<file path="src/rtl/memory_arbiter.sv">
// memory_arbiter
// Shares one single-port, fixed-latency RAM between the instruction-fetch
// requester (if*) and the memory-access requester (mem*). A request seen in
// IDLE is latched, issued to the RAM as a one-cycle command, the RAM latency
// is waited out, and the owner receives a one-cycle valid pulse together with
// its read data. MEM has priority; fetch is forced through after it has lost
// STARVE_LIMIT consecutive contested arbitrations.
//
// Ports
//   clk, reset                  single clock, synchronous active-high reset
//   ifReq/ifAddr                fetch read request, held until ifValid
//   ifValid/ifReadData          fetch completion pulse and fetched word
//   ifStall                     ifReq & ~ifValid (combinational)
//   memReq/memWrite/memAddr/
//   memWriteData                data request, held until memValid
//   memValid/memReadData        data completion pulse and load data
//   memStall                    memReq & ~memValid (combinational)
//   ramEnable/ramWrite/ramAddr/
//   ramWriteData                registered one-cycle RAM command
//   ramReadData                 RAM read data, valid MEM_LATENCY cycles after ramEnable
//   busy                        arbiter is not in IDLE
module memory_arbiter #(
  parameter int ADDR_WIDTH   = 32,
  parameter int DATA_WIDTH   = 32,
  parameter int MEM_LATENCY  = 2,
  parameter int STARVE_LIMIT = 4
) (
  input  logic                  clk,
  input  logic                  reset,
  input  logic                  ifReq,
  input  logic [ADDR_WIDTH-1:0] ifAddr,
  output logic                  ifValid,
  output logic [DATA_WIDTH-1:0] ifReadData,
  output logic                  ifStall,
  input  logic                  memReq,
  input  logic                  memWrite,
  input  logic [ADDR_WIDTH-1:0] memAddr,
  input  logic [DATA_WIDTH-1:0] memWriteData,
  output logic                  memValid,
  output logic [DATA_WIDTH-1:0] memReadData,
  output logic                  memStall,
  output logic                  ramEnable,
  output logic                  ramWrite,
  output logic [ADDR_WIDTH-1:0] ramAddr,
  output logic [DATA_WIDTH-1:0] ramWriteData,
  input  logic [DATA_WIDTH-1:0] ramReadData,
  output logic                  busy
);

  typedef enum logic [1:0] {
    IDLE    = 2'd0,
    ISSUE   = 2'd1,
    WAIT    = 2'd2,
    RESPOND = 2'd3
  } state_t;

  localparam logic [3:0] LATENCY_LOAD = 4'(MEM_LATENCY);
  localparam logic [2:0] STARVE_MAX   = 3'(STARVE_LIMIT);

  state_t                  state_r;
  state_t                  stateNext_s;
  logic                    grantIf_s;
  logic                    grantMem_s;
  logic                    finish_s;
  logic                    ownerMem_r;
  logic                    reqWrite_r;
  logic [2:0]              starveCount_r;
  logic [3:0]              latCount_r;
  logic                    ifValid_r;
  logic                    memValid_r;
  logic [DATA_WIDTH-1:0]   ifReadData_r;
  logic [DATA_WIDTH-1:0]   memReadData_r;
  logic                    ramEnable_r;
  logic                    ramWrite_r;
  logic [ADDR_WIDTH-1:0]   ramAddr_r;
  logic [DATA_WIDTH-1:0]   ramWriteData_r;

  // State register.
  always_ff @(posedge clk) begin
    if (reset) begin
      state_r <= IDLE;
    end else begin
      state_r <= stateNext_s;
    end
  end

  // Next-state logic, arbitration decision and completion strobe.
  always_comb begin
    stateNext_s = state_r;
    grantIf_s   = 1'b0;
    grantMem_s  = 1'b0;
    finish_s    = 1'b0;
    case (state_r)
      IDLE: begin
        if (ifReq && memReq) begin
          // Contested: MEM wins unless fetch has been starved long enough.
          if (starveCount_r == STARVE_MAX) begin
            grantIf_s = 1'b1;
          end else begin
            grantMem_s = 1'b1;
          end
          stateNext_s = ISSUE;
        end else if (ifReq) begin
          grantIf_s   = 1'b1;
          stateNext_s = ISSUE;
        end else if (memReq) begin
          grantMem_s  = 1'b1;
          stateNext_s = ISSUE;
        end else begin
          stateNext_s = IDLE;
        end
      end
      ISSUE: begin
        stateNext_s = WAIT;
      end
      WAIT: begin
        // Counter reads 1 in the cycle the RAM presents read data.
        if (latCount_r == 4'd1) begin
          finish_s    = 1'b1;
          stateNext_s = RESPOND;
        end else begin
          stateNext_s = WAIT;
        end
      end
      RESPOND: begin
        stateNext_s = IDLE;
      end
      default: begin
        stateNext_s = IDLE;
      end
    endcase
  end

  // Datapath: RAM command, latency counter, starvation counter, responses.
  always_ff @(posedge clk) begin
    if (reset) begin
      ownerMem_r     <= 1'b0;
      reqWrite_r     <= 1'b0;
      starveCount_r  <= 3'd0;
      latCount_r     <= 4'd0;
      ifValid_r      <= 1'b0;
      memValid_r     <= 1'b0;
      ifReadData_r   <= '0;
      memReadData_r  <= '0;
      ramEnable_r    <= 1'b0;
      ramWrite_r     <= 1'b0;
      ramAddr_r      <= '0;
      ramWriteData_r <= '0;
    end else begin
      // The command registers are loaded on the grant edge so that they are
      // visible exactly during the ISSUE cycle.
      ramEnable_r <= grantIf_s | grantMem_s;
      ramWrite_r  <= grantMem_s & memWrite;
      if (grantIf_s) begin
        ramAddr_r  <= ifAddr;
        ownerMem_r <= 1'b0;
        reqWrite_r <= 1'b0;
      end else if (grantMem_s) begin
        ramAddr_r      <= memAddr;
        ramWriteData_r <= memWriteData;
        ownerMem_r     <= 1'b1;
        reqWrite_r     <= memWrite;
      end

      if (grantIf_s) begin
        starveCount_r <= 3'd0;
      end else if (grantMem_s && ifReq && (starveCount_r != STARVE_MAX)) begin
        starveCount_r <= starveCount_r + 3'd1;
      end

      if (state_r == ISSUE) begin
        latCount_r <= LATENCY_LOAD;
      end else if ((state_r == WAIT) && (latCount_r != 4'd0)) begin
        latCount_r <= latCount_r - 4'd1;
      end

      ifValid_r  <= finish_s & ~ownerMem_r;
      memValid_r <= finish_s & ownerMem_r;

      // Read data registers only change when their owner completes a read.
      if (finish_s && !reqWrite_r) begin
        if (ownerMem_r) begin
          memReadData_r <= ramReadData;
        end else begin
          ifReadData_r <= ramReadData;
        end
      end
    end
  end

  assign ifValid      = ifValid_r;
  assign memValid     = memValid_r;
  assign ifReadData   = ifReadData_r;
  assign memReadData  = memReadData_r;
  assign ramEnable    = ramEnable_r;
  assign ramWrite     = ramWrite_r;
  assign ramAddr      = ramAddr_r;
  assign ramWriteData = ramWriteData_r;
  assign busy         = (state_r != IDLE);
  assign ifStall      = ifReq & ~ifValid_r;
  assign memStall     = memReq & ~memValid_r;

endmodule

</file>
<file path="config.mk">
export PLATFORM = sky130hd
export DESIGN_NAME = memory_arbiter
export DESIGN_NICKNAME = d
export VERILOG_FILES = /design/src/rtl/memory_arbiter.sv
export SDC_FILE = /design/constraint.sdc
export NUM_CORES = 1
export LEC_CHECK = 0
export ABC_AREA = 1
export CORE_ASPECT_RATIO = 0.9
export CORE_UTILIZATION = 30
export CTS_BUF_LIST = sky130_fd_sc_hd__clkbuf_16
export CTS_CLUSTER_DIAMETER = 50
export DETAILED_ROUTE_END_ITERATION = 10
export GPL_TIMING_DRIVEN = 0
export PLACE_DENSITY_LB_ADDON = 0.15
export SLEW_MARGIN = 10
export SYNTH_ARGS = -nofsm -noshare
export SYNTH_HDL_FRONTEND = slang
export SYNTH_SLANG_ARGS = --single-unit
</file>
<file path="constraint.sdc">
create_clock -name clk -period 2.8 [get_ports clk]
set_input_delay 0.56 -clock clk [delete_from_list [all_inputs] [get_ports clk]]
set_output_delay 0.56 -clock clk [all_outputs]
set_load 0.03 [all_outputs]
</file>
==> results of run 1 <==
## layout make-up
cell class / instances / share of cell area (%)
Clock buffer: 17 / 4.37
Timing Repair Buffer: 267 / 27.5
Multi-Input combinational cell: 585 / 26.8
Sequential cell: 143 / 29.4
Clock inverter: 15 / 1.49
Inverter: 122 / 4.71
Tap cell: 255 / 3.28
Buffer: 48 / 2.46
## worst paths after layout
| path | cells after the start | startpoint | end |
|---|---|---|---|
| setup / recovery | 5 | state_r[0]$_SDFF_PP0_ | busy |
| hold / removal | 2 | ramAddr[27]$_SDFFE_PP0P_ | ramAddr[27]$_SDFFE_PP0P_ |
| setup reg to reg | 9 | starveCount_r[0]$_SDFFE_PP0P_ | ramAddr[25]$_SDFFE_PP0P_ |
| hold reg to reg | 2 | ramAddr[27]$_SDFFE_PP0P_ | ramAddr[27]$_SDFFE_PP0P_ |
## through the flow
stage          cells  util, %  setup WS, ns  cell area (sq um)  power [mW]
2_1_floorplan    898        -          1.25               6170        3.31
3_3_place_gp    1420     45.7         0.286               9160        4.05
3_5_place_dp    1420     45.7         0.289               9160        4.05
4_1_cts         1452     48.5         0.248               9730        6.31
5_1_grt         1452     48.5         0.172               9730        6.56
6_report        1452     48.5         0.281               9730        6.22
## logic make-up (layout without fill, tap and decap cells)
group,after synthesis,after routing,share of synthesized area [%]
AO/OA/AOI/OAI,41,41,3.33
XOR/XNOR,2,2,0.284
adder cells (fa/ha/maj),9,9,1.83
buffers and inverters,170,469,11.3
flip-flops,143,143,46.4
AND/OR/NAND/NOR,533,533,36.8
## cells in the final DEF, fill, tap and decap left out, drive strengths merged
| cell | instances |
|---|---|
| clkbuf | 32 |
| bufinv | 2 |
| inv | 125 |
| clkinv | 5 |
| clkinvlp | 5 |
| ha | 9 |
| o21ai | 33 |
| nand2 | 225 |
| dfxtp | 143 |
| xor2 | 2 |
| nor2 | 200 |
| nor3 | 2 |
| buf | 33 |
| a21oi | 8 |
| nand3 | 72 |
| nand4 | 2 |
| nand3b | 32 |
| clkdlybuf4s50 | 267 |
## sequential cells by signal, summed over array words and instances (netlist names), 2 cells and up
signal	flops
ifReadData	32
latCount_r	4
memReadData	32
ramAddr	32
ramWriteData	32
starveCount_r	3
state_r	2
## critical path: stages (launching register included)
cell and delay, ns:
sky130_fd_sc_hd__dfxtp_1 0.34, sky130_fd_sc_hd__inv_1 0.08, sky130_fd_sc_hd__ha_1 0.22, sky130_fd_sc_hd__buf_2 0.17
sky130_fd_sc_hd__inv_1 0.06, sky130_fd_sc_hd__clkdlybuf4s50_1 0.68
## power breakdown
group | switching (mW) | total (mW) | internal (mW)
logic | 0.955 | 1.65 | 0.699
clock network | 0.920 | 2.23 | 1.31
registers | 0.106 | 2.34 | 2.24
total | 1.98 | 6.22 | 4.24
## per-layer routing
metal | vias to the layer above | routed length, um | global-route usage (%)
met3 | 12 | 1450 | 7.08
met4 | 0 | 155 | 4.31
li1 | 3277 | - | -
met2 | 182 | 8680 | 29.4
met5 | - | 0 | 0
met1 | 2616 | 8450 | 22.6
==> metrics.md, run 1 <==
| Metric | Value |
|---|---|
| Area used by multi-input combinational logic | `2610 sq um` |
| Highest clock frequency the design can meet | `397 MHz` |
| Crit path max fanout | `8` |
| Final worst clock skew | `0.00747 ns` |
| ANT cells | `0` |
| Vias in the first global route | `5743` |
| Drc violations | `0` |
| Rel. slew slack | `64.3%` |
| Max-cap check violation count | `0` |
| Quantity of I/O buffers inserted on ports | `267` |
| Synthesized area | `6170 sq um` |
| Clock latency reported for the late side of the worst-skew pair | `0.42 ns` |
| Total global routing track utilization | `18.1%` |
| Clock Path Buffers | `2` |
| Num CTS Buffers | `17` |
| Cells taking the most area after synthesis | `sky130_fd_sc_hd__dfxtp_1 46%, sky130_fd_sc_hd__nand2_1 14%, sky130_fd_sc_hd__nor2_1 12%, sky130_fd_sc_hd__inv_1 7.1%, sky130_fd_sc_hd__nand3_1 5.8%` |
| Vertical die dimension | `138 um` |
| Final Hold Vio Count | `0` |
| Layout cells sized above 1 | `6.10%` |
| Most numerous cell types in the synthesized netlist | `222 x sky130_fd_sc_hd__nand2_1, 198 x sky130_fd_sc_hd__nor2_1, 143 x sky130_fd_sc_hd__dfxtp_1, 117 x sky130_fd_sc_hd__inv_1, 72 x sky130_fd_sc_hd__nand3_1` |
| Fill cells | `2039` |
| Count leader, synth | `sky130_fd_sc_hd__nand2_1` |
| Yosys warns | `0` |
| Synth Register Bits | `143` |
| Required time at the worst-slack endpoint | `2.24 ns` |
| Classification of the worst setup path | `register to output port` |
| Unique masters post-synth | `21` |
| Overall die area | `21100 sq um` |
| Maximum number of pins on one net before global-route repair | `17` |
| Remaining global-route overflow | `0` |
| Result of the run | `finished, final reports clean` |
| Via-to-Cell Ratio | `4.19` |
| Endpoint arrival time on the critical path | `1.96 ns` |
| Detail Placement HPWL | `14100 um` |
| Resized cells post-CTS | `0` |
| Final-report max-slew violation count | `0` |
| Total wire length | `18700 um` |
| Clk slew on worst S/H paths | `0.06 ns` |
| Sequential fraction of the synthesis area | `46.4%` |
| Initial Util | `30.8%` |
| TritonCTS clock tree | `yes` |
| Via count | `6087` |
| Setup TNS | `0 ns` |
| Startpoint class of the critical path | `register` |
| Wire length of the first global-routing pass | `30300 um` |
| Cells after synthesis | `898` |
| Post-route worst hold slack | `0.470 ns` |
| Initial drt markers | `256` |
| Number of flops mapped to enable cells by yosys | `0` |
| Growth of design area from synthesis to finish | `57.8%` |
| Post-Syn Nets | `1040` |
| # H-tree levels | `4` |
| Worst R2R Setup Slack | `1.08 ns` |
| Main synth FF type | `sky130_fd_sc_hd__dfxtp_1` |
| Layout net count | `1326` |
| Max IR drop VDD | `0.000326 V` |
| Endpoint type of the worst setup path | `output port` |
| IO Pins | `268` |
| Area share of the largest cell type after synthesis | `46.4%` |
| Power per cell area | `640 nW/um^2` |
| Clk root buf | `sky130_fd_sc_hd__clkbuf_16` |
| Antenna violations before repair | `0` |
| Post-layout minimum cycle time | `2.52 ns` |
| Portion of the clock cycle consumed by the worst path in the final layout | `90.0%` |
| Number of nets with antenna violations after routing | `0` |
| Wirelength per Cell | `12.9 um` |
| Total leakage power | `4.54 nW` |
| Area taken by flip-flops and latches | `2860 sq um` |
| Async set or reset register ratio after synthesis | `0%` |
| Transition time of the tightest slew-check pin | `0.535 ns` |
| Cell taking the most area after synthesis | `sky130_fd_sc_hd__dfxtp_1` |
| Rows | `49` |
| Detailed Routing Iterations Pass 1 | `4` |
| Clock sinks | `143` |
| Mean cell area of the mapped netlist | `6.87 sq um` |
| Tightest Hold Check Type | `register to register` |
| Setup repair after global routing missed its margin | `false` |
| Postcts setup bufs | `0` |
| Number of buffers added to fix hold violations after cts | `0` |
| Width of the die | `153 um` |
| Core ar. | `20000 sq um` |
| Routability cong. | `0.783` |
| Number of setup violations in the final report | `0` |
Note: power is estimated with default switching activity, not from simulation.
==> run 2: changes to the inputs <==
--- a/config.mk
+++ b/config.mk
@@ -13,6 +13,7 @@
 export DETAILED_ROUTE_END_ITERATION = 10
 export GPL_TIMING_DRIVEN = 0
 export PLACE_DENSITY_LB_ADDON = 0.15
+export SKIP_CTS_REPAIR_TIMING = 1
 export SLEW_MARGIN = 10
 export SYNTH_ARGS = -nofsm -noshare
 export SYNTH_HDL_FRONTEND = slang
==> constraint.sdc (replaced) <==
create_clock -name clk -period 2.1 [get_ports clk]
set_input_delay 0.42 -clock clk [delete_from_list [all_inputs] [get_ports clk]]
set_output_delay 0.42 -clock clk [all_outputs]
set_load 0.03 [all_outputs]
==> metrics.md, run 2 (synthesized netlist as in run 1, its figures left out) <==
| Metric | Value |
|---|---|
| Max-cap check violation count | `0 (unchanged)` |
| Wire length of the first global-routing pass | `30300 um (unchanged)` |
| Maximum number of pins on one net before global-route repair | `17 (unchanged)` |
| Routability cong. | `0.783 (unchanged)` |
| Global routing usage on met2 | `29.4% (unchanged)` |
| Total wire length | `18700 um (about the same)` |
| Core ar. | `20000 sq um (unchanged)` |
| Worst R2R Setup Slack | `0.36 ns (was 1.08 ns)` |
| IO Pins | `268 (unchanged)` |
| Top Usage Layer GRT | `met2 (unchanged)` |
| Growth of design area from synthesis to finish | `57.8% (unchanged)` |
| Portion of the clock cycle consumed by the worst path in the final layout | `90.7%` |
| Reg-to-reg startpoint | `starveCount_r[0]$_SDFFE_PP0P_ (unchanged)` |
| Final-report max-slew violation count | `0 (unchanged)` |
| GR met1 Demand/Resource | `22.6% (unchanged)` |
| Result of the run | `finished, final reports clean (unchanged)` |
| Max IR drop VDD | `0.000433 V (was 0.000326 V)` |
| Setup TNS | `0 ns (unchanged)` |
| Vertical die dimension | `138 um (unchanged)` |
| Required time at the worst-slack endpoint | `1.68 ns (was 2.24 ns)` |
| Remaining global-route overflow | `0 (unchanged)` |
| Endpoint arrival time on the critical path | `1.49 ns (was 1.96 ns)` |
| Met3 Resource Use GR | `7.08% (unchanged)` |
| Beginning of the critical path | `state_r[0]$_SDFF_PP0_ (unchanged)` |
| Clock latency reported for the late side of the worst-skew pair | `0.42 ns (about the same)` |
| Layout cells sized above 1 | `6.18% (was 6.10%)` |
| Crit path max fanout | `8 (unchanged)` |
| Overall die area | `21100 sq um (unchanged)` |
| Number of cells traversed by the worst register-to-register path | `9 (unchanged)` |
| Layout net count | `1326 (unchanged)` |
| Cell count of the worst hold path | `2 (unchanged)` |
| Cell family with most CP delay | `buffers and inverters (unchanged)` |
| Number of setup violations in the final report | `0 (unchanged)` |
| Clk root buf | `sky130_fd_sc_hd__clkbuf_16 (unchanged)` |
| Worst flop-to-flop path endpoint | `ramAddr[25]$_SDFFE_PP0P_ (unchanged)` |
| Crit path cell chain | `inv_1 -> ha_1 -> buf_2 -> inv_1 -> clkbuf_2 (was inv_1 -> ha_1 -> buf_2 -> inv_1 -> clkdlybuf4s50_1)` |
| Clk slew on worst S/H paths | `0.06 ns (about the same)` |
| Total leakage power | `4.55 nW (was 4.54 nW)` |
| Drc violations | `0 (unchanged)` |
| Switching share of total power | `31.8% (about the same)` |
| Hold endpoint | `ramAddr[27]$_SDFFE_PP0P_ (unchanged)` |
| Switching power of the nets | `2.64 mW (was 1.98 mW)` |
| Most common cell after layout, fill and taps aside | `sky130_fd_sc_hd__clkdlybuf4s50_1 (unchanged)` |
| Via count | `6078 (was 6087)` |
| Transition time of the tightest slew-check pin | `0.535 ns (about the same)` |
| Clock sinks | `143 (unchanged)` |
| Post-layout minimum cycle time | `1.91 ns` |
| Number of nets with antenna violations after routing | `0 (unchanged)` |
| Total global routing track utilization | `18.1% (unchanged)` |
| Detail Placement HPWL | `14100 um (unchanged)` |
| Share of total power in combinational logic | `26.5% (was 26.6%)` |
| Final Util | `48.5% (unchanged)` |
| Final Hold Vio Count | `0 (unchanged)` |
| Highest-delay cell along the critical path | `sky130_fd_sc_hd__dfxtp_1 (was sky130_fd_sc_hd__clkdlybuf4s50_1)` |
| # H-tree levels | `4 (unchanged)` |
| Rel. slew slack | `64.3% (about the same)` |
| Initial Util | `30.8% (unchanged)` |
| Most used cells in the layout excluding fill and tap cells | `264 x sky130_fd_sc_hd__clkdlybuf4s50_1, 222 x sky130_fd_sc_hd__nand2_1, 198 x sky130_fd_sc_hd__nor2_1 (was 267 x sky130_fd_sc_hd__clkdlybuf4s50_1, 222 x sky130_fd_sc_hd__nand2_1, 198 x sky130_fd_sc_hd__nor2_1)` |
| Width of the die | `153 um (unchanged)` |
| Wirelength per Cell | `12.9 um (about the same)` |
| Endpoint type of the worst setup path | `output port (unchanged)` |
| Cell area after layout | `9730 sq um (unchanged)` |
| Vias in the first global route | `5743 (unchanged)` |
| TritonCTS clock tree | `yes (unchanged)` |
| Rows | `49 (unchanged)` |
| Antenna violations before repair | `0 (unchanged)` |
| Classification of the worst setup path | `register to output port (unchanged)` |
| Cell internal pwr | `5.65 mW (was 4.24 mW)` |
| Via-to-Cell Ratio | `4.19 (about the same)` |
| Initial drt markers | `259 (was 256)` |
| Quantity of I/O buffers inserted on ports | `267 (unchanged)` |
| Tightest Hold Check Type | `register to register (unchanged)` |
| HP Start | `ramAddr[27]$_SDFFE_PP0P_ (unchanged)` |
| Final worst clock skew | `0.00748 ns (was 0.00747 ns)` |
| Clk pwr share | `35.8% (about the same)` |
| Startpoint class of the critical path | `register (unchanged)` |
| Delay of the slowest cell on the worst path | `0.34 ns (was 0.68 ns)` |
| Setup repair after global routing missed its margin | `false (unchanged)` |
| Highest clock frequency the design can meet | `525 MHz` |
| Standard cell area after detailed placement | `9160 sq um (unchanged)` |
| Proportion of power drawn by flip-flops and latches | `37.7% (was 37.6%)` |
| Number of buffer and inverter instances along the worst setup path | `4 (unchanged)` |
| ANT cells | `0 (unchanged)` |
| Detailed Routing Iterations Pass 1 | `4 (unchanged)` |
| CP most frequent cell | `sky130_fd_sc_hd__inv_1 (unchanged)` |
| Clock Path Buffers | `2 (unchanged)` |
| Num CTS Buffers | `17 (unchanged)` |
| Power per cell area | `852 nW/um^2 (was 640 nW/um^2)` |
run 2: power groups by stage:
stage | Clock, mW | Combinational [mW] | Sequential [mW]
floorplan | 0 | 0.771 | 3.64
global placement | 0 | 2.23 | 3.17
detailed placement | 0 | 2.22 | 3.18
CTS | 3.05 | 2.23 | 3.12
global route | 3.19 | 2.39 | 3.16
finish | 2.97 | 2.20 | 3.12
run 2: per-layer routing:
| metal | vias to the layer above | routed length (um) | part of all wire, % |
|---|---|---|---|
| li1 | 3277 | - | - |
| met2 | 176 | 8680 | 46 |
| met5 | - | 0 | 0 |
| met1 | 2615 | 8450 | 45 |
| met4 | 0 | 144 | 0.77 |
| met3 | 10 | 1480 | 7.9 |
run 2: area by class of cell:
| cell class | instances | area, sq um |
|---|---|---|
| Buffer | 48 | 239 |
| Clock buffer | 17 | 425 |
| Clock inverter | 15 | 145 |
| Fill cell | 2040 | 10300 |
| Inverter | 122 | 458 |
| Multi-Input combinational cell | 585 | 2610 |
| Sequential cell | 143 | 2860 |
| Tap cell | 255 | 319 |
| Timing Repair Buffer | 267 | 2670 |
run 2: worst max-delay path by stage:
stage / end / slack, ns / cells after the start
after floorplan: ramWriteData[10]$_SDFFE_PP0P_ / 0.72 / 10
after global placement: ifStall / -0.13 / 4
after detailed placement: ifStall / -0.13 / 4
after CTS: busy / -0.31 / 5
after global routing: busy / 0.09 / 5
final: busy / 0.19 / 5
run 2: tightest hold or removal path: stages, from the launching register on:
cell	delay, ns
sky130_fd_sc_hd__dfxtp_1	0.31
sky130_fd_sc_hd__nand3_1	0.07
sky130_fd_sc_hd__nand2_1	0.05
run 2: metrics by stage:
stage | hold WS, ns | setup slack (ns) | power, mW | std cells
final | 0.469 | 0.195 | 8.29 | 1452
after detailed placement | 0.462 | -0.131 | 5.40 | 1420
after global routing | 0.486 | 0.0902 | 8.74 | 1452
after CTS | 0.474 | -0.312 | 8.41 | 1452
after floorplan | 0.457 | 0.725 | 4.41 | 898
after global placement | 0.459 | -0.134 | 5.40 | 1420
==> run 3: changes to the inputs <==
--- a/config.mk
+++ b/config.mk
@@ -6,8 +6,9 @@
 export NUM_CORES = 1
 export LEC_CHECK = 0
 export ABC_AREA = 1
-export CORE_ASPECT_RATIO = 0.9
-export CORE_UTILIZATION = 30
+export CELL_PAD_IN_SITES_DETAIL_PLACEMENT = 0
+export CELL_PAD_IN_SITES_GLOBAL_PLACEMENT = 2
+export CORE_UTILIZATION = 19
 export CTS_BUF_LIST = sky130_fd_sc_hd__clkbuf_16
 export CTS_CLUSTER_DIAMETER = 50
 export DETAILED_ROUTE_END_ITERATION = 10
==> metrics.md, run 3 (synthesized netlist as in run 1, its figures left out) <==
| Metric | Value |
|---|---|
| Final worst clock skew | `0.0133 ns (was 0.00748 ns)` |
| Highest clock frequency the design can meet | `522 MHz (was 525 MHz)` |
| Initial Util | `19.4% (was 30.8%)` |
| Cell family with most CP delay | `buffers and inverters (unchanged)` |
| TritonCTS clock tree | `yes (unchanged)` |
| Transition time of the tightest slew-check pin | `0.602 ns (was 0.535 ns)` |
| Num CTS Buffers | `17 (unchanged)` |
| Power per cell area | `845 nW/um^2 (was 852 nW/um^2)` |
| Total leakage power | `4.55 nW (about the same)` |
| Clk root buf | `sky130_fd_sc_hd__clkbuf_16 (unchanged)` |
| Clock sinks | `143 (unchanged)` |
| Growth of design area from synthesis to finish | `60.7% (was 57.8%)` |
| Endpoint arrival time on the critical path | `1.50 ns (was 1.49 ns)` |
| Width of the die | `182 um (was 153 um)` |
| Rel. slew slack | `59.9% (was 64.3%)` |
| Reg-to-reg startpoint | `state_r[0]$_SDFF_PP0_ (was starveCount_r[0]$_SDFFE_PP0P_)` |
| Max-cap check violation count | `0 (unchanged)` |
| HP Start | `ramAddr[21]$_SDFFE_PP0P_ (was ramAddr[27]$_SDFFE_PP0P_)` |
| Total wire length | `22000 um (was 18700 um)` |
| Number of cells traversed by the worst register-to-register path | `8 (was 9)` |
| Detail Placement HPWL | `16300 um (was 14100 um)` |
| Number of nets with antenna violations after routing | `0 (unchanged)` |
| Initial drt markers | `178 (was 259)` |
| Wirelength per Cell | `13.8 um (was 12.9 um)` |
| Required time at the worst-slack endpoint | `1.68 ns (about the same)` |
| Beginning of the critical path | `ramWriteData[0]$_SDFFE_PP0P_ (was state_r[0]$_SDFF_PP0_)` |
| Tightest Hold Check Type | `register to register (unchanged)` |
| Startpoint class of the critical path | `register (unchanged)` |
| Overall die area | `33200 sq um (was 21100 sq um)` |
| Max IR drop VDD | `0.000546 V (was 0.000433 V)` |
| Via-to-Cell Ratio | `3.82 (was 4.19)` |
| Delay of the slowest cell on the worst path | `0.74 ns (was 0.34 ns)` |
| Layout Cells excl Fill | `1598 (was 1452)` |
| Vias in the first global route | `6278 (was 5743)` |
| Layout cells sized above 1 | `6.27% (was 6.18%)` |
| Clk slew on worst S/H paths | `0.06 ns (about the same)` |
| Placed Cells incl. Taps | `1567 (was 1420)` |
| Crit path cell chain | `clkdlybuf4s50_1 (was inv_1 -> ha_1 -> buf_2 -> inv_1 -> clkbuf_2)` |
| Highest-delay cell along the critical path | `sky130_fd_sc_hd__clkdlybuf4s50_1 (was sky130_fd_sc_hd__dfxtp_1)` |
| Classification of the worst setup path | `register to output port (unchanged)` |
| Most used cells in the layout excluding fill and tap cells | `264 x sky130_fd_sc_hd__clkdlybuf4s50_1, 222 x sky130_fd_sc_hd__nand2_1, 198 x sky130_fd_sc_hd__nor2_1 (unchanged)` |
| Quantity of I/O buffers inserted on ports | `267 (unchanged)` |
| Cell count of the worst hold path | `2 (unchanged)` |
| Crit path max fanout | `2 (was 8)` |
| Antenna violations before repair | `1 (was 0)` |
| Result of the run | `finished, final reports clean (unchanged)` |
| Final Hold Vio Count | `0 (unchanged)` |
| IO Pins | `268 (unchanged)` |
| Clock Path Buffers | `2 (unchanged)` |
| Portion of the clock cycle consumed by the worst path in the final layout | `91.3% (was 90.7%)` |
| Post-layout minimum cycle time | `1.92 ns (was 1.91 ns)` |
| Total global routing track utilization | `13.7% (was 18.1%)` |
| Overall power consumption | `8.37 mW (was 8.29 mW)` |
| Remaining global-route overflow | `0 (unchanged)` |
| Detailed Routing Iterations Pass 1 | `4 (unchanged)` |
| Routability cong. | `0.751 (was 0.783)` |
| Rows | `65 (was 49)` |
| Setup repair after global routing missed its margin | `false (unchanged)` |
| Maximum number of pins on one net before global-route repair | `17 (unchanged)` |
| WP depth | `1 (was 5)` |
| ANT cells | `0 (unchanged)` |
| Final-report max-slew violation count | `0 (unchanged)` |
| Most common cell after layout, fill and taps aside | `sky130_fd_sc_hd__clkdlybuf4s50_1 (unchanged)` |
| Wire length of the first global-routing pass | `35000 um (was 30300 um)` |
| Number of setup violations in the final report | `0 (unchanged)` |
| Via count | `6107 (was 6078)` |
| Vertical die dimension | `182 um (was 138 um)` |
| # H-tree levels | `4 (unchanged)` |
| Endpoint type of the worst setup path | `output port (unchanged)` |
| Core ar. | `31700 sq um (was 20000 sq um)` |
| Layout net count | `1326 (unchanged)` |
| Clock latency reported for the late side of the worst-skew pair | `0.43 ns (was 0.42 ns)` |
| Drc violations | `0 (unchanged)` |
| Number of buffer and inverter instances along the worst setup path | `1 (was 4)` |
==> run 3: changes by cell type in the layout (fill, tap and decap cells not counted) <==
cell | before | now
sky130_fd_sc_hd__clkinv_2 | 2 | 3
sky130_fd_sc_hd__clkinv_1 | 3 | 2
sky130_fd_sc_hd__clkinv_4 | 0 | 1
sky130_fd_sc_hd__inv_1 | 118 | 117
sky130_fd_sc_hd__inv_6 | 3 | 2
==> run 3: final timing paths <==
path / end / slack, ns
max: ramWriteData[0] / 0.18
min: ramAddr[21]$_SDFFE_PP0P_ / 0.47
max reg2reg: memReadData[28]$_SDFFE_PP0P_ / 0.34
min reg2reg: ramAddr[21]$_SDFFE_PP0P_ / 0.47
==> run 3: per-stage QoR <==
step	instance area, sq um	util (%)	setup WS (ns)	hold slack (ns)	setup TNS, ns
floorplan	6170	-	0.725	0.457	0
global placement	9340	29.5	-0.208	0.458	-4.71
detailed placement	9340	29.5	-0.222	0.463	-5.72
CTS	9910	31.2	-0.343	0.474	-0.792
global route	9910	31.2	0.0810	0.497	0
finish	9910	31.2	0.184	0.470	0
==> run 3: worst reg2reg max path: stages (launching register included) <==
cell                      delay, ns
sky130_fd_sc_hd__dfxtp_1       0.31
sky130_fd_sc_hd__inv_1         0.09
sky130_fd_sc_hd__ha_1          0.20
sky130_fd_sc_hd__nand2_1       0.06
sky130_fd_sc_hd__inv_1         0.15
sky130_fd_sc_hd__nand4_4       0.22
sky130_fd_sc_hd__buf_1         0.35
sky130_fd_sc_hd__nor2_1        0.19
sky130_fd_sc_hd__nor2_1        0.06
==> run 3: cell type report <==
class	count	area (sq um)
clock inverters	14	143
fillers	3470	21800
plain buffers	48	239
inverters	122	458
repair buffers	267	2670
clock buffers	17	425
well taps	402	503
multi-input cells	585	2610
flip-flops and latches	143	2860
==> run 3: per-layer routing <==
| metal | track usage [%] | vias up | routed length (um) |
|---|---|---|---|
| met5 | 0 | - | 0 |
| met3 | 6.09 | 10 | 2060 |
| li1 | - | 3285 | - |
| met2 | 20.3 | 187 | 9220 |
| met1 | 17.9 | 2625 | 10500 |
| met4 | 3.76 | 0 | 167 |
==> run 3: report_power, final <==
part	internal (mW)	total (mW)	switching, mW
logic	0.924	2.24	1.31
clock network	1.74	3.01	1.27
registers	2.98	3.13	0.149
total	5.64	8.37	2.73
